**src/rtl/io_trap_sequencer.sv**
```systemverilog
// Z80 I/O bus watcher: control/ISR port strobes plus the trapped-port NMI sequencer.
// Optional handler watchdog and trap_overrun port are enabled by defining TRAP_TIMEOUT_EN.
module io_trap_sequencer #(
  parameter logic [7:0]  CTRL_PORT  = 8'h3F,
  parameter logic [7:0]  TRAP_BASE  = 8'hA0,
  parameter logic [7:0]  TRAP_MASK  = 8'hF0,
  parameter logic [7:0]  NMI_CYCLES = 8'd8
`ifdef TRAP_TIMEOUT_EN
  , parameter logic [15:0] TIMEOUT  = 16'hFFFF
`endif
) (
  input  logic       clk,
  input  logic       reset_n,
  input  logic [7:0] addr,
  input  logic       iorq_n,
  input  logic       m1_n,
  input  logic       rd_n,
  input  logic       wr_n,
  input  logic [7:0] ctrl_in,
  output logic       write_ctrl_en,
  output logic       read_isr_en,
  output logic       record_isr_en,
  output logic       nmi_n,
  output logic       trap_active,
  output logic [7:0] trap_port,
  output logic       trap_wr
`ifdef TRAP_TIMEOUT_EN
  , output logic     trap_overrun
`endif
);

  typedef enum logic [1:0] {IDLE, ARMED, TRAPPED, HANDLER} state_t;

  state_t     state;
  logic       iorq_q, rd_q, ctrl_cyc, trap_cyc;
  logic [7:0] nmi_cnt;
`ifdef TRAP_TIMEOUT_EN
  logic [15:0] wdog;
`endif

  logic io_start, ctrl_hit, win_hit, en, rd_rise;
  logic unused_ctrl;

  assign io_start = !iorq_n && iorq_q && m1_n;
  assign ctrl_hit = (addr == CTRL_PORT);
  // The control port is carved out of the trap window so the handler can always reach it.
  assign win_hit  = ((addr & TRAP_MASK) == TRAP_BASE) && !ctrl_hit;
  assign en       = ctrl_in[0];
  assign rd_rise  = rd_n && !rd_q;
  assign unused_ctrl = ^ctrl_in[7:1];

  always_ff @(posedge clk or negedge reset_n) begin
    if (!reset_n) begin
      state         <= IDLE;
      iorq_q        <= 1'b1;
      rd_q          <= 1'b1;
      ctrl_cyc      <= 1'b0;
      trap_cyc      <= 1'b0;
      nmi_cnt       <= 8'd0;
      write_ctrl_en <= 1'b0;
      read_isr_en   <= 1'b0;
      record_isr_en <= 1'b1;
      nmi_n         <= 1'b1;
      trap_active   <= 1'b0;
      trap_port     <= 8'h00;
      trap_wr       <= 1'b0;
`ifdef TRAP_TIMEOUT_EN
      wdog          <= 16'd0;
      trap_overrun  <= 1'b0;
`endif
    end else begin
      iorq_q <= iorq_n;
      rd_q   <= rd_n;

      // Strobes stay up until one clock after IORQ release so they straddle the WR/RD rising edge.
      if (io_start) begin
        ctrl_cyc      <= ctrl_hit;
        write_ctrl_en <= ctrl_hit && !wr_n;
        read_isr_en   <= ctrl_hit && wr_n;
      end else if (iorq_q) begin
        ctrl_cyc      <= 1'b0;
        write_ctrl_en <= 1'b0;
        read_isr_en   <= 1'b0;
      end else if (ctrl_cyc && !iorq_n) begin
        write_ctrl_en <= !wr_n;
        read_isr_en   <= wr_n;
      end

      if (trap_cyc) begin
        if (!iorq_n) trap_wr  <= !wr_n;
        else         trap_cyc <= 1'b0;
      end

`ifdef TRAP_TIMEOUT_EN
      if (write_ctrl_en) trap_overrun <= 1'b0;
`endif

      case (state)
        IDLE: if (en) state <= ARMED;
        ARMED: begin
          if (!en) state <= IDLE;
          else if (io_start && win_hit) begin
            state         <= TRAPPED;
            trap_port     <= addr;
            trap_wr       <= !wr_n;
            trap_cyc      <= 1'b1;
            nmi_cnt       <= NMI_CYCLES;
            nmi_n         <= 1'b0;
            record_isr_en <= 1'b0;
            trap_active   <= 1'b1;
          end
        end
        TRAPPED: begin
          if (!en) begin
            state         <= IDLE;
            nmi_n         <= 1'b1;
            record_isr_en <= 1'b1;
            trap_active   <= 1'b0;
          end else begin
            nmi_cnt <= nmi_cnt - 8'd1;
            if (nmi_cnt <= 8'd1) begin
              state <= HANDLER;
              nmi_n <= 1'b1;
`ifdef TRAP_TIMEOUT_EN
              wdog  <= TIMEOUT;
`endif
            end
          end
        end
        HANDLER: begin
          if (!en) begin
            state         <= IDLE;
            record_isr_en <= 1'b1;
            trap_active   <= 1'b0;
          end else if (read_isr_en && rd_rise) begin
            state         <= ARMED;
            record_isr_en <= 1'b1;
            trap_active   <= 1'b0;
          end
`ifdef TRAP_TIMEOUT_EN
          else if (wdog <= 16'd1) begin
            state         <= ARMED;
            record_isr_en <= 1'b1;
            trap_active   <= 1'b0;
            trap_overrun  <= 1'b1;
          end else begin
            wdog <= wdog - 16'd1;
          end
`endif
        end
        default: state <= IDLE;
      endcase
    end
  end

endmodule
```
**config.mk**
```make
export PLATFORM = sky130hd
export DESIGN_NAME = io_trap_sequencer
export DESIGN_NICKNAME = d
export VERILOG_FILES = /design/src/rtl/io_trap_sequencer.sv
export SDC_FILE = /design/constraint.sdc
export NUM_CORES = 1
export LEC_CHECK = 0
export CORE_UTILIZATION = 52
export CTS_BUF_LIST = sky130_fd_sc_hd__clkbuf_4
export DETAILED_ROUTE_END_ITERATION = 8
export GPL_TIMING_DRIVEN = 0
export PLACE_DENSITY_LB_ADDON = 0.12
export SLEW_MARGIN = 0
export SYNTH_ARGS = -nofsm -noshare
export SYNTH_HDL_FRONTEND = slang
export SYNTH_SLANG_ARGS = --single-unit
export TNS_END_PERCENT = 10
```
**constraint.sdc**
```tcl
create_clock -name clk -period 4.2 [get_ports clk]
set_input_delay 0.63 -clock clk [delete_from_list [all_inputs] [get_ports clk]]
set_output_delay 0.63 -clock clk [all_outputs]
set_load 0.02 [all_outputs]
```
==> results of run 1 <==
## power by group
group          switching, mW  internal [mW]  leakage [nW]
Combinational         0.0389         0.0438         0.375
Clock                 0.0794         0.0965        0.0279
Sequential            0.0132          0.287         0.367
## kinds of logic (layout without fill, tap and decap cells)
group / count (synthesis) / after routing
muxes: 7 / 7
adders and majority gates: 2 / 2
buffers and inverters: 9 / 41
xor gates and xnor gates: 3 / 3
AOI/OAI and AO/OA: 17 / 17
DFF: 28 / 28
and+or+nand+nor: 43 / 43
## worst paths after layout
kind	from	endpoint	slack, ps
setup / recovery	record_isr_en$_DFFE_PN1P_	record_isr_en	2080
hold / removal	reset_n	nmi_cnt[0]$_DFFE_PN0P_	290
setup reg to reg	iorq_q$_DFF_PN1_	trap_port[1]$_DFFE_PN0P_	2470
hold reg to reg	trap_port[5]$_DFFE_PN0P_	trap_port[5]$_DFFE_PN0P_	490
max in group asynchronous	reset_n	write_ctrl_en$_DFFE_PN0P_	3510
min in group clk	trap_port[5]$_DFFE_PN0P_	trap_port[5]$_DFFE_PN0P_	490
## per-layer routing
layer	up-vias	global-route usage	routed length, um
met5	-	0	0
met4	0	0.08108	17
met3	2	0.03509	92
met2	18	0.3680	1280
met1	453	0.2704	1101
li1	447	-	-
## through the flow
| stage | area [um2] | hold WS [ps] | util | std cells |
|---|---|---|---|---|
| 4_1_cts | 1643 | 492.4 | 0.7286 | 169 |
| 2_1_floorplan | 1275 | 334.4 | - | 109 |
| 3_5_place_dp | 1590 | 457.0 | 0.7053 | 165 |
| 5_1_grt | 1638 | 313.8 | 0.7264 | 169 |
| 6_report | 1638 | 285.7 | 0.7264 | 169 |
| 3_3_place_gp | 1590 | 449.0 | 0.7053 | 165 |
## final cells by class
type	count	area, um2
tap	28	35.03
fill	174	616.8
inverter	8	30.03
buffer	1	5.005
clock buffer	3	22.52
timing repair buffer	28	275.3
clock inverter	1	30.03
multi-input combinational	72	534.3
sequential	28	705.7
## registers in the layout (all words and copies together) (netlist names)
name / cells
ctrl_cyc: 1
iorq_q: 1
nmi_cnt: 8
nmi_n: 1
rd_q: 1
read_isr_en: 1
record_isr_en: 1
state: 2
trap_active: 1
trap_cyc: 1
trap_port: 8
trap_wr: 1
write_ctrl_en: 1
## placed cells by master (no fill, tap or decap), drive strengths merged, types with 2 or more instances in the layout
cell type	n
dfrtp	24
nor4	3
ha	2
a22o	2
inv	8
mux2i	3
nand3	4
nand2	4
nand4	2
clkdlybuf4s50	27
nor3	3
and2	3
nand3b	2
a21oi	3
nand2b	4
nor3b	2
mux2	4
dfstp	4
xnor2	3
nor2	8
buf	2
o21ai	7
clkbuf	3
==> flow_summary.json, run 1 <==
{
  "grt_max_degree": 29,
  "crit_cells": 1,
  "antenna_cells": 0,
  "cts_setup_buffers": 0,
  "crit_path_cell_trace": "clkdlybuf4s50_1",
  "synth-seq-area-share": 0.5535,
  "crit_family": "buffers and inverters",
  "cts.path.max_buffers": 2,
  "worstPathArrival_ps": 1490,
  "synth.top_cell.area_share": 0.4711,
  "drt-total-wl_um": 2491,
  "clock_skew_ps": 9.093,
  "synth_top_family_by_area": "simple AND/OR/NAND/NOR gates",
  "insertion_delay_ps": 330,
  "cts_made_buffers": 3,
  "hp-class": "in2async",
  "status": "complete, no violations",
  "post_synth.cell_area_avg_um2": 11.70,
  "dr.first_iter.drc_count": 6,
  "synth_top_area_cell": "dfrtp_1",
  "synth_commonest_cells": "24 x dfrtp_1, 8 x inv_1, 7 x nor2_1",
  "synth_area_leaders": "dfrtp_1 47%, dfstp_2 8.2%, mux2i_1 2.4%, o21ai_0 2.4%, inv_1 2.4%",
  "relSlewSlack": 0.5931,
  "ir_drop_mv": 0.2999,
  "period_minus_slack_ps": 2115,
  "r2r_cells": 4,
  "dr.pass1.iters": 4,
  "leakagePower_nw": 0.7693,
  "power_mw": 0.5583,
  "wl_per_cell_um": 14.74,
  "yosysMostFrequentCell": "dfrtp_1",
  "cp-end-kind": "output port",
  "maxSlewViolCount": 0,
  "antenna_found_initial": 0,
  "cts_resized": 0,
  "io_pins": 36,
  "rows": 17,
  "tritoncts": "done",
  "die_w_um": 51.52,
  "cts_max_level": 1,
  "fin_ws_ps": 2085,
  "muxShareOfSynthArea": 0.05888,
  "synth_compound_area_frac": 0.08342,
  "synth-simple-area-share": 0.2365,
  "max_freq_mhz": 472.8,
  "drc_errors": 0,
  "syn_nets": 133,
  "worstPathMaxFanout": 2,
  "place_ws_ps": 1924,
  "slowest_delay_ps": 600,
  "hold_buffers": 0,
  "crit_path_start_kind": "flip-flop",
  "fin_nets": 166,
  "grt_pass1_wl_um": 4215,
  "synth_warnings": 0,
  "area_delta_synth_final_pct": 28.46,
  "setup_viol_count_final": 0,
  "crit_buf_inv": 1,
  "vias_per_cell": 5.444,
  "clk_pin_slew_ps": 150,
  "final-hold-violation-count": 0,
  "grt_pass1_vias": 953,
  "tightest_slew_ps": 610.3,
  "die_h_um": 51.52,
  "synthFlopType": "dfrtp_1",
  "port_buffers": 28,
  "root_buffer": "clkbuf_4",
  "synthAdderAreaFrac": 0.01963,
  "grt_usage": 0.2143,
  "timing.final.crit_share": 0.5036,
  "rsz0062_at_grt": "no",
  "core_mm2": 0.002255,
  "synth_async_sr_flop_share": 1.000,
  "place_congestion": 0.7482,
  "grt-ovfl-total": 0,
  "layout-drive-gt1-share": 0.1418,
  "synth_cells": 109,
  "critPathKind": "reg2out",
  "required_ps": 3570,
  "max_cap_viol_count": 0,
  "synth_edf_count": 0,
  "netlist_area_mm2": 0.001275,
  "final_antenna_net_count": 0,
  "initial_core_util": 0.5655,
  "route.vias.total": 920,
  "hpwl_um": 1868,
  "ys_ff_latch": 28,
  "synth_xor_area_frac": 0.02061,
  "ys_types": 40,
  "cts.sinks": 28,
  "slowest_stage": "clkdlybuf4s50_1",
  "setup_tns_ps": 0,
  "dieArea_mm2": 0.002654,
  "p_per_area_mw_per_mm2": 340.9
}
Note: power is estimated with default switching activity, not from simulation.
==> run 2: changes to the inputs <==
--- a/config.mk
+++ b/config.mk
@@ -5,7 +5,7 @@
 export SDC_FILE = /design/constraint.sdc
 export NUM_CORES = 1
 export LEC_CHECK = 0
-export CORE_UTILIZATION = 52
+export CORE_UTILIZATION = 44
 export CTS_BUF_LIST = sky130_fd_sc_hd__clkbuf_4
 export DETAILED_ROUTE_END_ITERATION = 8
 export GPL_TIMING_DRIVEN = 0
==> constraint.sdc (replaced) <==
create_clock -name clk -period 1.8 [get_ports clk]
set_input_delay 0.27 -clock clk [delete_from_list [all_inputs] [get_ports clk]]
set_output_delay 0.27 -clock clk [all_outputs]
set_load 0.02 [all_outputs]
==> run 2 against run 1 <==
Against the previous run: clock power rose by 130%; sequential share of layout area fell by 1.0 points; wire length fell by 6.9%; utilization fell by 12 points; worst setup slack got worse by 2000 ps; first-iteration DRC count rose to 6.7 times the previous value; count of clock-buffer cells in the layout did not move; final area rose by 2.4%; flip-flop and latch count did not move; via count rose by 0.54%; critical endpoint unchanged.
==> flow_summary.json, run 2 (synthesis results as in run 1) <==
{
  "status": "complete, no violations",
  "route.vias.total": 925,
  "fin_nets": 170,
  "grt_pass1_vias": 882,
  "rr_startpoint": "iorq_q$_DFF_PN1_",
  "final_cells": 176,
  "worstSetupStartpoint": "record_isr_en$_DFFE_PN1P_",
  "vias_per_cell": 5.256,
  "drc_errors": 0,
  "wl_per_cell_um": 13.18,
  "cts_made_buffers": 3,
  "grt-ovfl-total": 0,
  "initial_core_util": 0.4623,
  "setup_viol_count_final": 0,
  "insertion_delay_ps": 320,
  "place_ws_ps": -101.9,
  "leakagePower_nw": 0.7879,
  "required_ps": 1530,
  "worstPathMaxFanout": 2,
  "timing.final.crit_share": 0.9745,
  "place_congestion": 0.7356,
  "relSlewSlack": 0.5938,
  "layout-drive-gt1-share": 0.1586,
  "max_cap_viol_count": 0,
  "rr_endpoint": "trap_port[1]$_DFFE_PN0P_",
  "power_mw": 1.296,
  "crit_end": "record_isr_en",
  "whs_ps": 371.2,
  "final-hold-violation-count": 0,
  "seqPwrFrac": 0.539,
  "cts.path.max_buffers": 2,
  "hpwl_um": 1741,
  "reg_top3": "nmi_cnt (8), trap_port (8), state (2)",
  "cts_max_level": 1,
  "slowest_stage": "clkdlybuf4s50_1",
  "internal_power_mw": 0.9971,
  "port_buffers": 28,
  "io_pins": 36,
  "grt_pass1_wl_um": 4022,
  "die_w_um": 55.83,
  "root_buffer": "clkbuf_4",
  "hp-class": "in2reg",
  "tritoncts": "done",
  "crit_cells": 1,
  "combPwrFrac": 0.148,
  "final_antenna_net_count": 0,
  "grt_usage": 0.1672,
  "final_common_cell": "clkdlybuf4s50_1",
  "antenna_found_initial": 0,
  "dr.first_iter.drc_count": 40,
  "crit_path_start_kind": "flip-flop",
  "r2r_setup_slack_ps": 130,
  "clkPwrFrac": 0.313,
  "layout_common_cells": "27 x clkdlybuf4s50_1, 24 x dfrtp_1, 8 x inv_1",
  "r2r_cells": 4,
  "max_freq_mhz": 570.1,
  "cts.sinks": 28,
  "ir_drop_mv": 0.4879,
  "fin_ws_ps": 45.82,
  "crit_buf_inv": 1,
  "rows": 19,
  "hold_start": "rd_n",
  "slowest_delay_ps": 600,
  "cp-end-kind": "output port",
  "tightest_slew_ps": 609.4,
  "worstPathArrival_ps": 1480,
  "clock_skew_ps": 12.15,
  "period_minus_slack_ps": 1754,
  "antenna_cells": 0,
  "grt_max_degree": 29,
  "dp_cells": 168,
  "dieArea_mm2": 0.003117,
  "clk_pin_slew_ps": 150,
  "crit_path_cell_trace": "clkdlybuf4s50_1",
  "die_h_um": 55.83,
  "rsz0062_at_grt": "no",
  "drt-total-wl_um": 2319,
  "core_mm2": 0.002758,
  "maxSlewViolCount": 0,
  "p_per_area_mw_per_mm2": 772.7,
  "p_sw_mw": 0.2984,
  "area_delta_synth_final_pct": 31.50,
  "critPathKind": "reg2out",
  "dr.pass1.iters": 4,
  "swShare": 0.2303,
  "crit_family": "buffers and inverters"
}
-- run 2: cell count changes in the layout (fill, tap and decap cells not counted) --
cell / delta
buf_2: -1
buf_4: +4
dlygate4sd3_1: +1
-- run 2: how the worst min path moves through the flow --
stage	endpoint	cells past startpoint	slack, ps
after floorplan	ctrl_cyc$_DFFE_PN0P_	0	-30
after global placement	trap_port[5]$_DFFE_PN0P_	1	450
after detailed placement	trap_port[7]$_DFFE_PN0P_	1	460
after CTS	rd_q$_DFF_PN1_	1	360
after global routing	rd_q$_DFF_PN1_	1	360
final	rd_q$_DFF_PN1_	1	370
-- run 2: layout make-up --
class	instances	area, um2
clock buffers	3	22.52
inverters	8	30.03
clock inverters	1	30.03
well taps	31	38.79
fillers	244	1081
flip-flops and latches	28	705.7
repair buffers	32	307.8
plain buffers	1	7.507
multi-input cells	72	534.3
-- run 2: timing repair --
| action | 4_1_cts | 5_1_grt |
|---|---|---|
| gates resized for setup | 0 | 2 |
| endpoints found under the setup margin | 0 | 2 |
| hold endpoints to repair | 0 | 24 |
| setup buffers | 0 | 3 |
| hold buffers | 0 | 1 |
-- run 2: worst reg2reg max path: cells and delay by family (launching register included) --
kind	cells	cell delay [ps]
DFF	1	580
and+or+nand+nor	2	470
muxes	1	310
buffers and inverters	1	240
-- run 2: power groups by stage --
stage               clock network (mW)  logic, mW  registers, mW
CTS                              0.421      0.194          0.699
detailed placement                   0      0.194          0.710
finish                           0.405      0.192          0.698
floorplan                            0     0.0736          0.728
global placement                     0      0.191          0.709
global route                     0.443      0.209          0.704
-- run 2: layer usage --
| layer | routed length, um | share of wire | vias up | global-route usage |
|---|---|---|---|---|
| met4 | 16 | 0.0069 | 0 | 0.05226 |
| li1 | - | - | 457 | - |
| met2 | 1121 | 0.48 | 16 | 0.2547 |
| met5 | 0 | 0 | - | 0 |
| met3 | 82 | 0.035 | 2 | 0.03721 |
| met1 | 1099 | 0.47 | 450 | 0.2400 |
-- run 2: through the flow --
stage | utilization | TNS, ps | instance area, um2
floorplan | - | 0 | 1275
finish | 0.6080 | 0 | 1677
global route | 0.6080 | 0 | 1677
detailed placement | 0.5780 | -202.8 | 1594
CTS | 0.5971 | 0 | 1647
global placement | 0.5780 | -290.5 | 1594
==> run 3: changes to the inputs <==
--- a/config.mk
+++ b/config.mk
@@ -10,6 +10,7 @@
 export DETAILED_ROUTE_END_ITERATION = 8
 export GPL_TIMING_DRIVEN = 0
 export PLACE_DENSITY_LB_ADDON = 0.12
+export SETUP_SLACK_MARGIN = 0.5
 export SLEW_MARGIN = 0
 export SYNTH_ARGS = -nofsm -noshare
 export SYNTH_HDL_FRONTEND = slang
==> run 3 against run 2 <==
Against the previous run: die area unchanged; global-route usage up 1.1 points; via count increased by 2.3%; combinational power rose by 2%; utilization decreased by 0.18 points; flip-flop and latch count unchanged.
==> flow_summary.json, run 3 (synthesis results as in run 1) <==
{
  "whs_ps": 350.9,
  "port_buffers": 28,
  "maxSlewViolCount": 0,
  "reg_top3": "nmi_cnt (8), trap_port (8), state (2)",
  "cts_made_buffers": 3,
  "wl_per_cell_um": 13.90,
  "die_h_um": 55.83,
  "clock_skew_ps": 7.219,
  "grt_pass1_vias": 947,
  "ir_drop_mv": 0.5227,
  "drc_errors": 0,
  "antenna_cells": 0,
  "dr.pass1.iters": 4,
  "setup_viol_count_final": 0,
  "max_cap_viol_count": 0,
  "core_mm2": 0.002758,
  "drt-total-wl_um": 2446,
  "clk_pin_slew_ps": 150,
  "p_per_area_mw_per_mm2": 696.1,
  "worstPathArrival_ps": 1820,
  "max_freq_mhz": 634.1,
  "hpwl_um": 1813,
  "io_pins": 36,
  "timing.final.crit_share": 0.8761,
  "cts.path.max_buffers": 2,
  "place_congestion": 0.7618,
  "leakagePower_nw": 0.8414,
  "grt_usage": 0.1784,
  "layout_common_cells": "22 x dfrtp_1, 14 x clkdlybuf4s50_1, 12 x dlygate4sd2_1",
  "final-hold-violation-count": 0,
  "area_delta_synth_final_pct": 31.11,
  "insertion_delay_ps": 340,
  "tightest_slew_ps": 622.7,
  "cts.sinks": 28,
  "fin_nets": 170,
  "required_ps": 2040,
  "grt_pass1_wl_um": 4340,
  "final_antenna_net_count": 0,
  "vias_per_cell": 5.375,
  "hp-class": "in2reg",
  "grt-ovfl-total": 0,
  "rows": 19,
  "die_w_um": 55.83,
  "antenna_found_initial": 0,
  "root_buffer": "clkbuf_4",
  "rsz0062_at_grt": "yes",
  "dieArea_mm2": 0.003117,
  "fin_ws_ps": 223.0,
  "status": "complete, no violations",
  "dr.first_iter.drc_count": 32,
  "critPathKind": "reg2reg",
  "layout-drive-gt1-share": 0.2069,
  "worstPathMaxFanout": 3,
  "crit_path_start_kind": "flip-flop",
  "grt_max_degree": 29,
  "route.vias.total": 946,
  "cp-end-kind": "flip-flop",
  "tritoncts": "done",
  "relSlewSlack": 0.5848,
  "final_common_cell": "dfrtp_1",
  "cts_max_level": 1,
  "period_minus_slack_ps": 1577,
  "place_ws_ps": -69.44,
  "initial_core_util": 0.4623
}
[run 3: cell types whose count changed in the layout (fill, tap and decap cells not counted), sizes merged]
cell,change
clkdlybuf4s50,-13
clkinv,+1
bufinv,-1
dlygate4sd2,+12
buf,+1
[run 3: what timing repair did]
action	4_1_cts	5_1_grt
cloned	0	0
pin swaps	2	0
hold buffers	0	1
buffers inserted	3	0
endpoints found under the setup margin	59	37
resized for setup	19	5
endpoints found under the hold margin	0	24
[run 3: metal layers]
metal,wire length (um),vias up,part of all wire,global-route usage
met3,85,5,0.035,0.02558
met4,51,0,0.021,0.09059
met1,1166,460,0.48,0.2401
li1,-,457,-,-
met5,0,-,0,0
met2,1142,24,0.47,0.2823
[run 3: critical path, cell delays in order, from the launching register on]
cell,delay (ps)
dfrtp_1,420
or4_4,590
nor4b_4,260
xnor2_1,170
nor2_2,50
[run 3: where the power goes]
group / switching, mW / internal (mW)
clock network: 0.186 / 0.0817
registers: 0.0317 / 0.669
logic: 0.0947 / 0.101
[run 3: area by class of cell]
type / count / area [um2]
well taps: 31 / 38.79
plain buffers: 1 / 11.26
clock inverters: 1 / 3.754
repair buffers: 32 / 294.0
inverters: 8 / 30.03
fillers: 249 / 1086
multi-input cells: 72 / 563.0
flip-flops and latches: 28 / 708.2
clock buffers: 3 / 22.52
[run 3: metrics by stage]
stage	setup TNS [ps]	cell area (um2)	power (mW)	util	cells
finish	0	1672	1.164	0.6062	176
global route	0	1672	1.216	0.6062	176
CTS	0	1652	1.175	0.5989	175
detailed placement	-137.3	1608	0.9061	0.5830	168
global placement	-113.2	1608	0.9000	0.5830	168
floorplan	0	1289	0.8018	-	109
[run 3: path summary, 6_finish.rpt]
check | slack (ps) | from | endpoint | cells past startpoint
setup reg to reg | 220 | nmi_cnt[4]$_DFFE_PN0P_ | nmi_cnt[7]$_DFFE_PN0P_ | 4
max in group asynchronous | 890 | reset_n | nmi_cnt[2]$_DFFE_PN0P_ | 2
min in group asynchronous | 460 | reset_n | nmi_cnt[0]$_DFFE_PN0P_ | 2
hold / removal | 350 | rd_n | rd_q$_DFF_PN1_ | 1
hold reg to reg | 490 | trap_port[5]$_DFFE_PN0P_ | trap_port[5]$_DFFE_PN0P_ | 1
setup / recovery | 220 | nmi_cnt[4]$_DFFE_PN0P_ | nmi_cnt[7]$_DFFE_PN0P_ | 4
